<file path="config.mk">
export PLATFORM = sky130hd
export DESIGN_NAME = instr_fetch
export DESIGN_NICKNAME = d
export VERILOG_FILES = /design/src/rtl/instr_fetch.sv
export SDC_FILE = /design/constraint.sdc
export NUM_CORES = 1
export LEC_CHECK = 0
export BUFFER_PORTS_ARGS = -buffer_cell sky130_fd_sc_hd__buf_4
export CAP_MARGIN = 10
export CORE_ASPECT_RATIO = 1.25
export CORE_UTILIZATION = 40
export DETAILED_ROUTE_END_ITERATION = 12
export PLACE_DENSITY = 0.62
export SYNTH_ARGS = -nofsm -noshare
export SYNTH_HDL_FRONTEND = slang
export SYNTH_SLANG_ARGS = --single-unit
</file>
<file path="constraint.sdc">
create_clock -name clk -period 2.8 [get_ports clk]
set_clock_uncertainty 0.1 [all_clocks]
set_input_delay 0.14 -clock clk [delete_from_list [all_inputs] [get_ports clk]]
set_output_delay 0.14 -clock clk [all_outputs]
set_load 0.1 [all_outputs]
</file>
<file path="src/rtl/instr_fetch.sv">
// Instruction fetch stage: owns the PC, issues reads to a 1-cycle-latency
// instruction memory and buffers returned words for decode in a 3-deep FIFO.
module instr_fetch #(
    parameter int unsigned INSTR_LEN = 20,
    parameter int unsigned ADDR      = 5,
    parameter int unsigned LAST_ADDR = 31
) (
    input  logic                 clk,
    input  logic                 rst,
    input  logic                 en,
    input  logic                 redirect,
    input  logic [ADDR-1:0]      redirect_addr,
    output logic                 mem_rd_en,
    output logic [ADDR-1:0]      mem_rd_addr,
    input  logic [INSTR_LEN-1:0] mem_rd_data,
    output logic                 instr_valid,
    output logic [INSTR_LEN-1:0] instr,
    output logic [ADDR-1:0]      instr_pc,
    input  logic                 instr_ready,
    output logic                 done
);

    localparam int unsigned DEPTH = 3;
    localparam int unsigned PTR_W = 2;
    localparam int unsigned CNT_W = 2;
    localparam int unsigned OCC_W = 3;

    typedef enum logic [1:0] {
        IDLE = 2'd0,
        RUN  = 2'd1,
        DONE = 2'd2
    } state_e;

    typedef struct packed {
        logic [ADDR-1:0]      pc;
        logic [INSTR_LEN-1:0] word;
    } entry_t;

    state_e               state_q, state_d;
    logic [ADDR-1:0]      pc_q, pc_d;
    logic                 inflight_q, inflight_d;
    logic [ADDR-1:0]      inflight_pc_q, inflight_pc_d;
    logic                 done_q, done_d;
    logic [PTR_W-1:0]     head_q, head_d;
    logic [PTR_W-1:0]     tail_q, tail_d;
    logic [CNT_W-1:0]     count_q, count_d;
    entry_t               fifo_q [DEPTH];

    logic                 issue;
    logic                 push;
    logic                 pop;
    logic [OCC_W-1:0]     outstanding;

    function automatic logic [PTR_W-1:0] ptr_inc(input logic [PTR_W-1:0] p);
        return (p == PTR_W'(DEPTH - 1)) ? '0 : p + PTR_W'(1);
    endfunction

    // Buffered plus in-flight words; issue only while there is room for the return.
    assign outstanding = OCC_W'(count_q) + OCC_W'(inflight_q);

    // State register and control registers.
    always_ff @(posedge clk or negedge rst) begin
        if (!rst) begin
            state_q       <= IDLE;
            pc_q          <= '0;
            inflight_q    <= 1'b0;
            inflight_pc_q <= '0;
            done_q        <= 1'b0;
            head_q        <= '0;
            tail_q        <= '0;
            count_q       <= '0;
        end else begin
            state_q       <= state_d;
            pc_q          <= pc_d;
            inflight_q    <= inflight_d;
            inflight_pc_q <= inflight_pc_d;
            done_q        <= done_d;
            head_q        <= head_d;
            tail_q        <= tail_d;
            count_q       <= count_d;
        end
    end

    // FIFO storage: written with the returning word tagged by its fetch address.
    always_ff @(posedge clk or negedge rst) begin
        if (!rst) begin
            for (int i = 0; i < int'(DEPTH); i++) begin
                fifo_q[i] <= '0;
            end
        end else if (push) begin
            fifo_q[tail_q] <= '{pc: inflight_pc_q, word: mem_rd_data};
        end
    end

    // Next-state, issue and buffer bookkeeping.
    always_comb begin
        state_d       = state_q;
        pc_d          = pc_q;
        inflight_d    = 1'b0;
        inflight_pc_d = inflight_pc_q;
        done_d        = done_q;
        head_d        = head_q;
        tail_d        = tail_q;
        count_d       = count_q;

        issue = (state_q == RUN) && !redirect && (outstanding < OCC_W'(DEPTH));
        pop   = (count_q != '0) && instr_ready;
        push  = inflight_q && !redirect;

        if (pop) begin
            head_d = ptr_inc(head_q);
        end
        if (push) begin
            tail_d = ptr_inc(tail_q);
        end
        case ({push, pop})
            2'b10:   count_d = count_q + CNT_W'(1);
            2'b01:   count_d = count_q - CNT_W'(1);
            default: count_d = count_q;
        endcase

        if (issue) begin
            pc_d          = pc_q + ADDR'(1);
            inflight_d    = 1'b1;
            inflight_pc_d = pc_q;
        end

        // A redirect keeps only a head handshake already in progress.
        if (redirect) begin
            pc_d    = redirect_addr;
            done_d  = 1'b0;
            head_d  = '0;
            tail_d  = '0;
            count_d = '0;
        end

        case (state_q)
            IDLE: begin
                if (!redirect && en) begin
                    state_d = RUN;
                end
            end
            RUN: begin
                if (issue && (pc_q == ADDR'(LAST_ADDR))) begin
                    state_d = DONE;
                    done_d  = 1'b1;
                end else if (!en) begin
                    state_d = IDLE;
                end
            end
            DONE: begin
                if (redirect) begin
                    state_d = RUN;
                end
            end
            default: state_d = IDLE;
        endcase
    end

    assign mem_rd_en   = issue;
    assign mem_rd_addr = pc_q;
    assign instr_valid = (count_q != '0);
    assign instr       = fifo_q[head_q].word;
    assign instr_pc    = fifo_q[head_q].pc;
    assign done        = done_q;

endmodule
</file>
==> flow_metrics.env, run 1 <==
export IMPL_swShare_pct=41.5
export IMPL_synth_edf_count=0
export IMPL_fin_tns_setup_ns=0
export IMPL_syn_inst=338
export IMPL_met2_length_microns=4620
export IMPL_place_congestion=0.748
export IMPL_rows=42
export IMPL_postRouteAntennaNets=0
export IMPL_ys_top_cells_by_area="dfrtp_1 54%, mux2_2 17%, mux2i_1 5.9%"
export IMPL_synth_top_area_cell="dfrtp_1"
export IMPL_status="complete, no violations"
export IMPL_core_region_area_sq_um=10600
export IMPL_tightest_slew_ns=0.919
export IMPL_start_util_pct=41.4
export IMPL_fin_crit_sh_pct=92.4
export IMPL_n_antenna_cell=0
export IMPL_worstPathRequired_ns=2.56
export IMPL_period_minus_slack_ns=2.59
export IMPL_clock_sinks=95
export IMPL_antenna_found_initial=0
export IMPL_die_x_microns=95.7
export IMPL_h_tree_depth=3
export IMPL_synthFlopType="dfrtp_1"
export IMPL_grt_pass1_wl_microns=15100
export IMPL_grtUsageTotal_pct=17.4
export IMPL_dp_hpwl_microns=5740
export IMPL_yosysMostFrequentCell="dfrtp_1"
export IMPL_netlist_area_leader_share_pct=54.1
export IMPL_final_max_slew_viol_count=0
export IMPL_ys_seq_area_share_pct=54.1
export IMPL_rsz0062_at_grt="false"
export IMPL_n_fill_cell=918
export IMPL_hp_class="input pin to flop"
export IMPL_internal_power_uw=2850
export IMPL_place_ws_ns=0.566
export IMPL_cp_arrival_ns=2.35
export IMPL_end_kind="primary output"
export IMPL_clk_path_buf_depth=2
export IMPL_top_layer_used="met4"
export IMPL_maxClockFrequency_mhz=387
export IMPL_io_buffers=62
export IMPL_vdd_ir_drop_max_mv=0.625
export IMPL_fin_ws_ns=0.214
export IMPL_hold_viol=0
export IMPL_fin_util_pct=52.2
export IMPL_synthesis_nets=372
export IMPL_clock_latency_ns=0.34
export IMPL_grt_ovfl_total=0
export IMPL_power_density_nw_per_um2=877
export IMPL_first_global_vias=3123
export IMPL_avgViaCountPerCell=5.19
export IMPL_drt_total_wl_microns=9020
export IMPL_max_slew_margin_pct=38.7
export IMPL_dr_pass1_iters=4
export IMPL_ys_warn_count=0
export IMPL_worst_setup_path_start_kind="flop"
export IMPL_pwr_share_clk_pct=23.4
export IMPL_synthTopCellsByCount="95 x dfrtp_1, 67 x mux2_2, 30 x o21ai_0"
export IMPL_final_net_count=461
export IMPL_seqPwrFrac_pct=37.5
export IMPL_drt_initial_drc_count=75
export IMPL_m1WireLength_microns=4010
export IMPL_setup_violations=0
export IMPL_cts_buffers=9
export IMPL_syn_area_sq_um=4390
export IMPL_area_delta_synth_final_pct=26.2
export IMPL_post_cts_setup_buffers=0
export IMPL_fp_dieH_microns=119
export IMPL_synthArstFlopShare_pct=100
export IMPL_crit_type="flop to primary output"
export IMPL_leakage_uw=0.00247
export IMPL_drive_gt1_share_pct=39.4
export IMPL_dieArea_sq_um=11400
export IMPL_drc=0
export IMPL_grt_start_max_net_pins=56
export IMPL_vias=2925
export IMPL_tritoncts="built"
export IMPL_wl_per_cell_microns=16.0
export IMPL_clk_pin_slew_ns=0.06
export IMPL_power_switching_uw=2020
export IMPL_route_met3_wl_microns=233
export IMPL_io_pins=63
export IMPL_yosys_cell_types_count=37
export IMPL_critPathMaxFanout=10
export IMPL_cts_root_buf="clkbuf_16"
export IMPL_avgSynthCellArea_sq_um=13.0
export IMPL_max_cap_violations=0
export IMPL_synth_seq_cells=95
export IMPL_pwr_share_comb_pct=39.2
[metal layers]
layer | vias up | global-route usage (%)
met3 | 12 | 3.32
met2 | 49 | 29.3
met4 | 0 | 7.00
met5 | - | 0
met1 | 1478 | 21.8
li1 | 1386 | -
[power groups by stage]
stage	combinational [uW]	sequential, uW	clock, uW
detailed placement	1890	1850	0
global placement	1860	1830	0
CTS	1920	1820	1170
finish	1900	1820	1140
floorplan	1460	1850	0
global route	2000	1860	1220
[layout make-up]
cell class | instances | area, sq um | share of cell area, %
flip-flops and latches | 95 | 2380 | 42.9
multi-input cells | 221 | 1890 | 34.1
repair buffers | 97 | 821 | 14.8
clock buffers | 13 | 260 | 4.70
well taps | 132 | 165 | 2.98
clock inverters | 3 | 17.5 | 0.316
inverters | 3 | 11.3 | 0.203
[what timing repair did]
action | in CTS | in global routing
hold endpoints to repair | 120 | 0
gates resized for setup | 0 | 0
hold buffers | 27 | 0
[layout by cell type (no fill, tap or decap), drive strengths merged, types with 3 or more instances in the layout]
cell type,n
dfrtp,95
mux2,80
buf,70
o21ai,30
nand2,28
dlygate4sd3,27
mux2i,26
clkbuf,13
a21oi,8
nand2b,7
nor2,5
nand3,4
a31oi,4
ha,4
inv,3
[cells by family (layout without fill, tap and decap cells)]
kind of cell	Yosys count	count (layout)	share of synthesized area [%]
AO/OA/AOI/OAI	51	51	6.55
adder cells (fa/ha/maj)	4	4	1.14
flip-flops	95	95	54.1
AND/OR/NAND/NOR	60	60	7.83
buffers and inverters	22	116	3.08
multiplexers	106	106	27.3
[worst max-delay path, cell delays in order (launching register included)]
cell and delay [ns]:
dfrtp_1 0.50, ha_1 0.26, ha_1 0.28, a21o_1 0.28, nor3_4 0.31, buf_4 0.36
[per-stage QoR]
stage / hold slack (ns) / total power (uW) / instances / area (sq um)
after floorplan: -0.256 / 3310 / 338 / 4400
after global placement: 0.123 / 3690 / 521 / 4990
after detailed placement: 0.128 / 3730 / 521 / 4990
after CTS: 0.000139 / 4910 / 564 / 5540
after global routing: 0.0171 / 5070 / 564 / 5540
final: 0.0137 / 4860 / 564 / 5540
[worst paths after layout]
kind | slack [ns] | start | cells past startpoint | endpoint
setup / recovery | 0.21 | inflight_q | 5 | mem_rd_en
hold / removal | 0.01 | redirect | 2 | done
setup reg to reg | 0.56 | inflight_q | 5 | inflight_pc_q[2]
hold reg to reg | 0.39 | fifo_q[7] | 1 | fifo_q[7]
max in group asynchronous | 1.65 | rst | 3 | fifo_q[37]
min in group asynchronous | 0.28 | rst | 2 | fifo_q[28]
[sequential cells by signal, summed over array words and instances (netlist names)]
| signal | cells |
|---|---|
| tail_q | 2 |
| fifo_q | 75 |
| state_q | 2 |
| head_q | 2 |
| done | 1 |
| inflight_pc_q | 5 |
| inflight_q | 1 |
| count_q | 2 |
| mem_rd_addr | 5 |
Power figures use the tool's default switching activity.
==> run 2: changes to the inputs <==
==> constraint.sdc (replaced) <==
create_clock -name clk -period 2.8 [get_ports clk]
set_clock_uncertainty 0.1 [all_clocks]
set_input_delay 0.28 -clock clk [delete_from_list [all_inputs] [get_ports clk]]
set_output_delay 0.28 -clock clk [all_outputs]
set_load 0.1 [all_outputs]
==> run 2 against run 1 <==
Effect of this change: global-route usage down 0.69 points; count of clock-buffer cells in the layout unchanged; wire length down 3.4%; clock power up 21%; worst setup slack worse by 0.010 ns; sequential share of layout area up 1.5 points; final cell count down 4.3%; non-clock buffer count down 24; cell area down 3.3%; power up 4.3%; critical path type unchanged; critical endpoint unchanged; highest routed layer unchanged.
==> flow_metrics.env, run 2 (synthesized netlist as in run 1, its figures left out) <==
export IMPL_final_common_cell="dfrtp_1"
export IMPL_min_delay_start="redirect_addr[2]"
export IMPL_drt_total_wl_microns=8720
export IMPL_first_global_vias=2930
export IMPL_max_slew_margin_pct=51.7
export IMPL_drc=0
export IMPL_clk_path_buf_depth=2
export IMPL_rr_startpoint="count_q[0]"
export IMPL_final_max_slew_viol_count=0
export IMPL_area_delta_synth_final_pct=22.0
export IMPL_antenna_found_initial=0
export IMPL_rows=42
export IMPL_fp_dieH_microns=119
export IMPL_io_pins=63
export IMPL_pwr_share_clk_pct=27.3
export IMPL_dr_pass1_iters=4
export IMPL_period_minus_slack_ns=2.60
export IMPL_place_ws_ns=0.569
export IMPL_drive_gt1_share_pct=41.9
export IMPL_largest_reg_flops=75
export IMPL_hold_viol=0
export IMPL_rsz0062_at_grt="false"
export IMPL_place_area_sq_um=5010
export IMPL_seqPwrFrac_pct=35.7
export IMPL_n_antenna_cell=0
export IMPL_n_fill_cell=957
export IMPL_critPathMaxFanout=9
export IMPL_final_net_count=437
export IMPL_fin_util_pct=50.5
export IMPL_clock_sinks=95
export IMPL_grt_start_max_net_pins=49
export IMPL_vias=2821
export IMPL_fin_crit_sh_pct=92.7
export IMPL_fin_ws_ns=0.204
export IMPL_dieArea_sq_um=11400
export IMPL_tightest_slew_ns=0.724
export IMPL_leakage_uw=0.00240
export IMPL_status="complete, no violations"
export IMPL_internal_power_uw=3080
export IMPL_start_util_pct=41.4
export IMPL_cts_buffers=9
export IMPL_tritoncts="built"
export IMPL_h_tree_depth=3
export IMPL_setup_violations=0
export IMPL_worstPathRequired_ns=2.42
export IMPL_end_kind="primary output"
export IMPL_layout_common_cells="94 x dfrtp_1, 70 x buf_4, 67 x mux2_2"
export IMPL_pwr_share_comb_pct=37.0
export IMPL_clock_latency_ns=0.33
export IMPL_swShare_pct=39.4
export IMPL_regMostFlops="fifo_q"
export IMPL_drt_initial_drc_count=88
export IMPL_critPathLaunch="count_q[0]"
export IMPL_crit_type="flop to primary output"
export IMPL_postLayoutCellArea_sq_um=5360
export IMPL_grt_pass1_wl_microns=14500
export IMPL_power_density_nw_per_um2=947
export IMPL_dp_hpwl_microns=5730
export IMPL_postRouteAntennaNets=0
export IMPL_power_switching_uw=2000
export IMPL_worst_setup_path_start_kind="flop"
export IMPL_io_buffers=62
export IMPL_vdd_ir_drop_max_mv=0.505
export IMPL_maxClockFrequency_mhz=385
export IMPL_place_congestion=0.752
export IMPL_wl_per_cell_microns=16.1
export IMPL_cts_resized=0
export IMPL_hp_class="input pin to flop"
export IMPL_post_cts_setup_buffers=0
export IMPL_max_cap_violations=0
export IMPL_ctsHoldBuffers=1
export IMPL_grt_ovfl_total=0
export IMPL_cts_root_buf="clkbuf_16"
export IMPL_cp_arrival_ns=2.22
export IMPL_die_x_microns=95.7
export IMPL_clk_pin_slew_ns=0.06
export IMPL_avgViaCountPerCell=5.22
export IMPL_grtUsageTotal_pct=16.7
export IMPL_fin_tns_setup_ns=0
export IMPL_core_region_area_sq_um=10600
export IMPL_hold_slack_ns=0.0635
## run 2: per-stage QoR
step           power [uW]  instances
2_1_floorplan        3310        338
3_3_place_gp         3700        523
3_5_place_dp         3730        523
4_1_cts              5130        540
5_1_grt              5290        540
6_report             5070        540
## run 2: per-layer routing
| metal | vias up | track usage [%] | wire (microns) |
|---|---|---|---|
| li1 | 1338 | - | - |
| met1 | 1427 | 21.7 | 3910 |
| met2 | 50 | 27.8 | 4450 |
| met3 | 6 | 3.19 | 269 |
| met4 | 0 | 5.60 | 91 |
| met5 | - | 0 | 0 |
## run 2: worst paths after layout
path,cells after the start,slack (ns),endpoint
max in group asynchronous,3,1.53,fifo_q[59]
max,5,0.20,mem_rd_en
min in group asynchronous,2,0.39,fifo_q[28]
min,3,0.06,mem_rd_addr[2]
max reg2reg,5,0.69,inflight_pc_q[2]
min reg2reg,1,0.39,fifo_q[55]
## run 2: worst max-delay path, cell delays in order (launching register included)
cell	delay, ns
dfrtp_1	0.45
ha_1	0.21
ha_1	0.28
a21o_1	0.28
nor3_4	0.30
buf_4	0.36
## run 2: power groups by stage
| stage | logic, uW | registers [uW] | clock network (uW) |
|---|---|---|---|
| after global placement | 1870 | 1820 | 0 |
| final | 1880 | 1810 | 1380 |
| after global routing | 1970 | 1850 | 1470 |
| after detailed placement | 1890 | 1840 | 0 |
| after CTS | 1900 | 1810 | 1420 |
| after floorplan | 1460 | 1850 | 0 |
## run 2: cell type report
cell class,count,area [sq um],share of cell area [%]
Multi-Input combinational cell,221,1890,35.2
Clock inverter,3,90.1,1.68
Inverter,3,11.3,0.210
Clock buffer,13,250,4.67
Timing Repair Buffer,73,576,10.7
Sequential cell,95,2380,44.4
Tap cell,132,165,3.08
==> run 3: changes to the inputs <==
--- a/config.mk
+++ b/config.mk
@@ -8,6 +8,7 @@
 export BUFFER_PORTS_ARGS = -buffer_cell sky130_fd_sc_hd__buf_4
 export CAP_MARGIN = 10
 export CORE_ASPECT_RATIO = 1.25
+export CORE_MARGIN = 2
 export CORE_UTILIZATION = 40
 export DETAILED_ROUTE_END_ITERATION = 12
 export PLACE_DENSITY = 0.62
==> run 3 against run 2 <==
Effect of this change: sequential share of layout area up 0.21 points; first-iteration DRC count down 18%; power down 3.9%; non-clock buffer count up 2; via count up 0.99%; combinational power about the same; cell area down 0.47%; worst setup slack better by 0.013 ns; maximum frequency up 0.49%; wire length up 2.7%; clock power down 14%; critical path type unchanged.
==> flow_metrics.env, run 3 (synthesized netlist as in run 1, its figures left out) <==
export IMPL_clock_latency_ns=0.34
export IMPL_multi_input_area_sq_um=1890
export IMPL_clock_sinks=95
export IMPL_cts_buffers=9
export IMPL_grtUsageTotal_pct=16.1
export IMPL_max_cap_violations=0
export IMPL_pwr_share_clk_pct=24.2
export IMPL_tightest_slew_ns=0.642
export IMPL_cts_root_buf="clkbuf_16"
export IMPL_clk_pin_slew_ns=0.06
export IMPL_setup_violations=0
export IMPL_power_density_nw_per_um2=914
export IMPL_vdd_ir_drop_max_mv=0.612
export IMPL_avgViaCountPerCell=5.27
export IMPL_io_buffers=62
export IMPL_seqPwrFrac_pct=37.2
export IMPL_grt_ovfl_total=0
export IMPL_drive_gt1_share_pct=42.3
export IMPL_grt_pass1_wl_microns=15000
export IMPL_maxClockFrequency_mhz=387
export IMPL_postLayoutCellArea_sq_um=5340
export IMPL_start_util_pct=41.2
export IMPL_final_net_count=439
export IMPL_place_area_sq_um=5010
export IMPL_max_slew_margin_pct=57.2
export IMPL_rows=42
export IMPL_drc=0
export IMPL_final_seq_area_sq_um=2380
export IMPL_io_pins=63
export IMPL_area_delta_synth_final_pct=21.4
export IMPL_pwr_share_comb_pct=38.6
export IMPL_place_congestion=0.750
export IMPL_vias=2849
export IMPL_worst_setup_path_start_kind="flop"
export IMPL_antenna_found_initial=0
export IMPL_internal_power_uw=2880
export IMPL_final_max_slew_viol_count=0
export IMPL_dieArea_sq_um=11800
export IMPL_critPathMaxFanout=10
export IMPL_die_x_microns=97.7
export IMPL_postRouteAntennaNets=0
export IMPL_grt_start_max_net_pins=50
export IMPL_hold_viol=0
export IMPL_hp_class="input pin to flop"
export IMPL_fin_crit_sh_pct=92.3
export IMPL_fp_dieH_microns=121
export IMPL_fin_tns_setup_ns=0
export IMPL_core_region_area_sq_um=10700
export IMPL_rsz0062_at_grt="false"
export IMPL_clk_path_buf_depth=2
export IMPL_first_global_vias=2979
export IMPL_swShare_pct=41.1
export IMPL_n_fill_cell=943
export IMPL_drt_initial_drc_count=72
export IMPL_worstPathRequired_ns=2.42
export IMPL_period_minus_slack_ns=2.58
export IMPL_layout_common_cells="94 x dfrtp_1, 71 x buf_4, 67 x mux2_2"
export IMPL_status="complete, no violations"
export IMPL_drt_total_wl_microns=8950
export IMPL_dr_pass1_iters=6
export IMPL_end_kind="primary output"
export IMPL_cts_resized=0
export IMPL_n_antenna_cell=0
export IMPL_largest_reg_flops=75
export IMPL_h_tree_depth=3
export IMPL_cp_arrival_ns=2.20
export IMPL_tritoncts="built"
export IMPL_wl_per_cell_microns=16.5
export IMPL_dp_hpwl_microns=5850
export IMPL_leakage_uw=0.00239
export IMPL_final_common_cell="dfrtp_1"
export IMPL_power_switching_uw=2000
export IMPL_crit_type="flop to primary output"
export IMPL_regMostFlops="fifo_q"
-- run 3: cell count changes in the layout (fill, tap and decap cells not counted) --
| cell | previous run | this run |
|---|---|---|
| clkbuf_1 | 3 | 2 |
| buf_12 | 2 | 3 |
| buf_4 | 70 | 71 |
| bufinv_16 | 3 | 0 |
| clkbuf_8 | 1 | 4 |
-- run 3: path summary, 6_finish.rpt --
kind                                        from               end  slack, ns  cells after the start
worst max-delay path                  inflight_q         mem_rd_en       0.22                      5
worst min-delay path            redirect_addr[2]    mem_rd_addr[2]       0.05                      3
worst max register to register        inflight_q  inflight_pc_q[3]       0.55                      6
worst min register to register         fifo_q[7]         fifo_q[7]       0.39                      1
max in group asynchronous                    rst         head_q[0]       1.51                      3
min in group asynchronous                    rst        fifo_q[29]       0.40                      2
-- run 3: routing by layer --
| metal | part of all wire (%) | track usage (%) |
|---|---|---|
| met2 | 49 | 26.7 |
| met3 | 3.1 | 3.11 |
| met5 | 0 | 0 |
| met1 | 46 | 20.8 |
| met4 | 1.7 | 6.77 |
-- run 3: final cells by class --
class / instances / share of cell area [%]
Timing Repair Buffer: 75 / 11.3
Inverter: 3 / 0.211
Sequential cell: 95 / 44.6
Tap cell: 132 / 3.10
Clock buffer: 15 / 5.39
Multi-Input combinational cell: 221 / 35.4
-- run 3: metrics by stage --
stage / setup slack (ns) / hold slack (ns) / cells / power [uW] / util [%]
6_report: 0.216 / 0.0477 / 541 / 4880 / 50.0
3_3_place_gp: 0.480 / 0.247 / 522 / 3700 / 47.0
3_5_place_dp: 0.439 / 0.244 / 522 / 3740 / 47.0
5_1_grt: 0.0921 / 0.0531 / 541 / 5090 / 50.0
2_1_floorplan: 0.143 / -0.116 / 338 / 3310 / -
4_1_cts: 0.0445 / 0.0369 / 538 / 4930 / 49.8
-- run 3: worst max-delay path, cell delays in order (launching register included) --
cell and delay [ns]:
dfrtp_1 0.50, ha_1 0.26, ha_1 0.19, nand2b_1 0.29
nor3_4 0.29, buf_4 0.33
-- run 3: power by group through the flow --
stage | logic [uW] | clock network, uW | registers [uW]
final | 1880 | 1180 | 1820
after detailed placement | 1890 | 0 | 1840
after global placement | 1880 | 0 | 1820
after global routing | 1970 | 1270 | 1860
after floorplan | 1460 | 0 | 1850
after CTS | 1900 | 1210 | 1820
-- run 3: repair_timing --
action / 4_1_cts / 5_1_grt
hold buffers: 1 / 0
endpoints found under the setup margin: 0 / 1
setup buffers: 0 / 3
hold endpoints to repair: 48 / 0
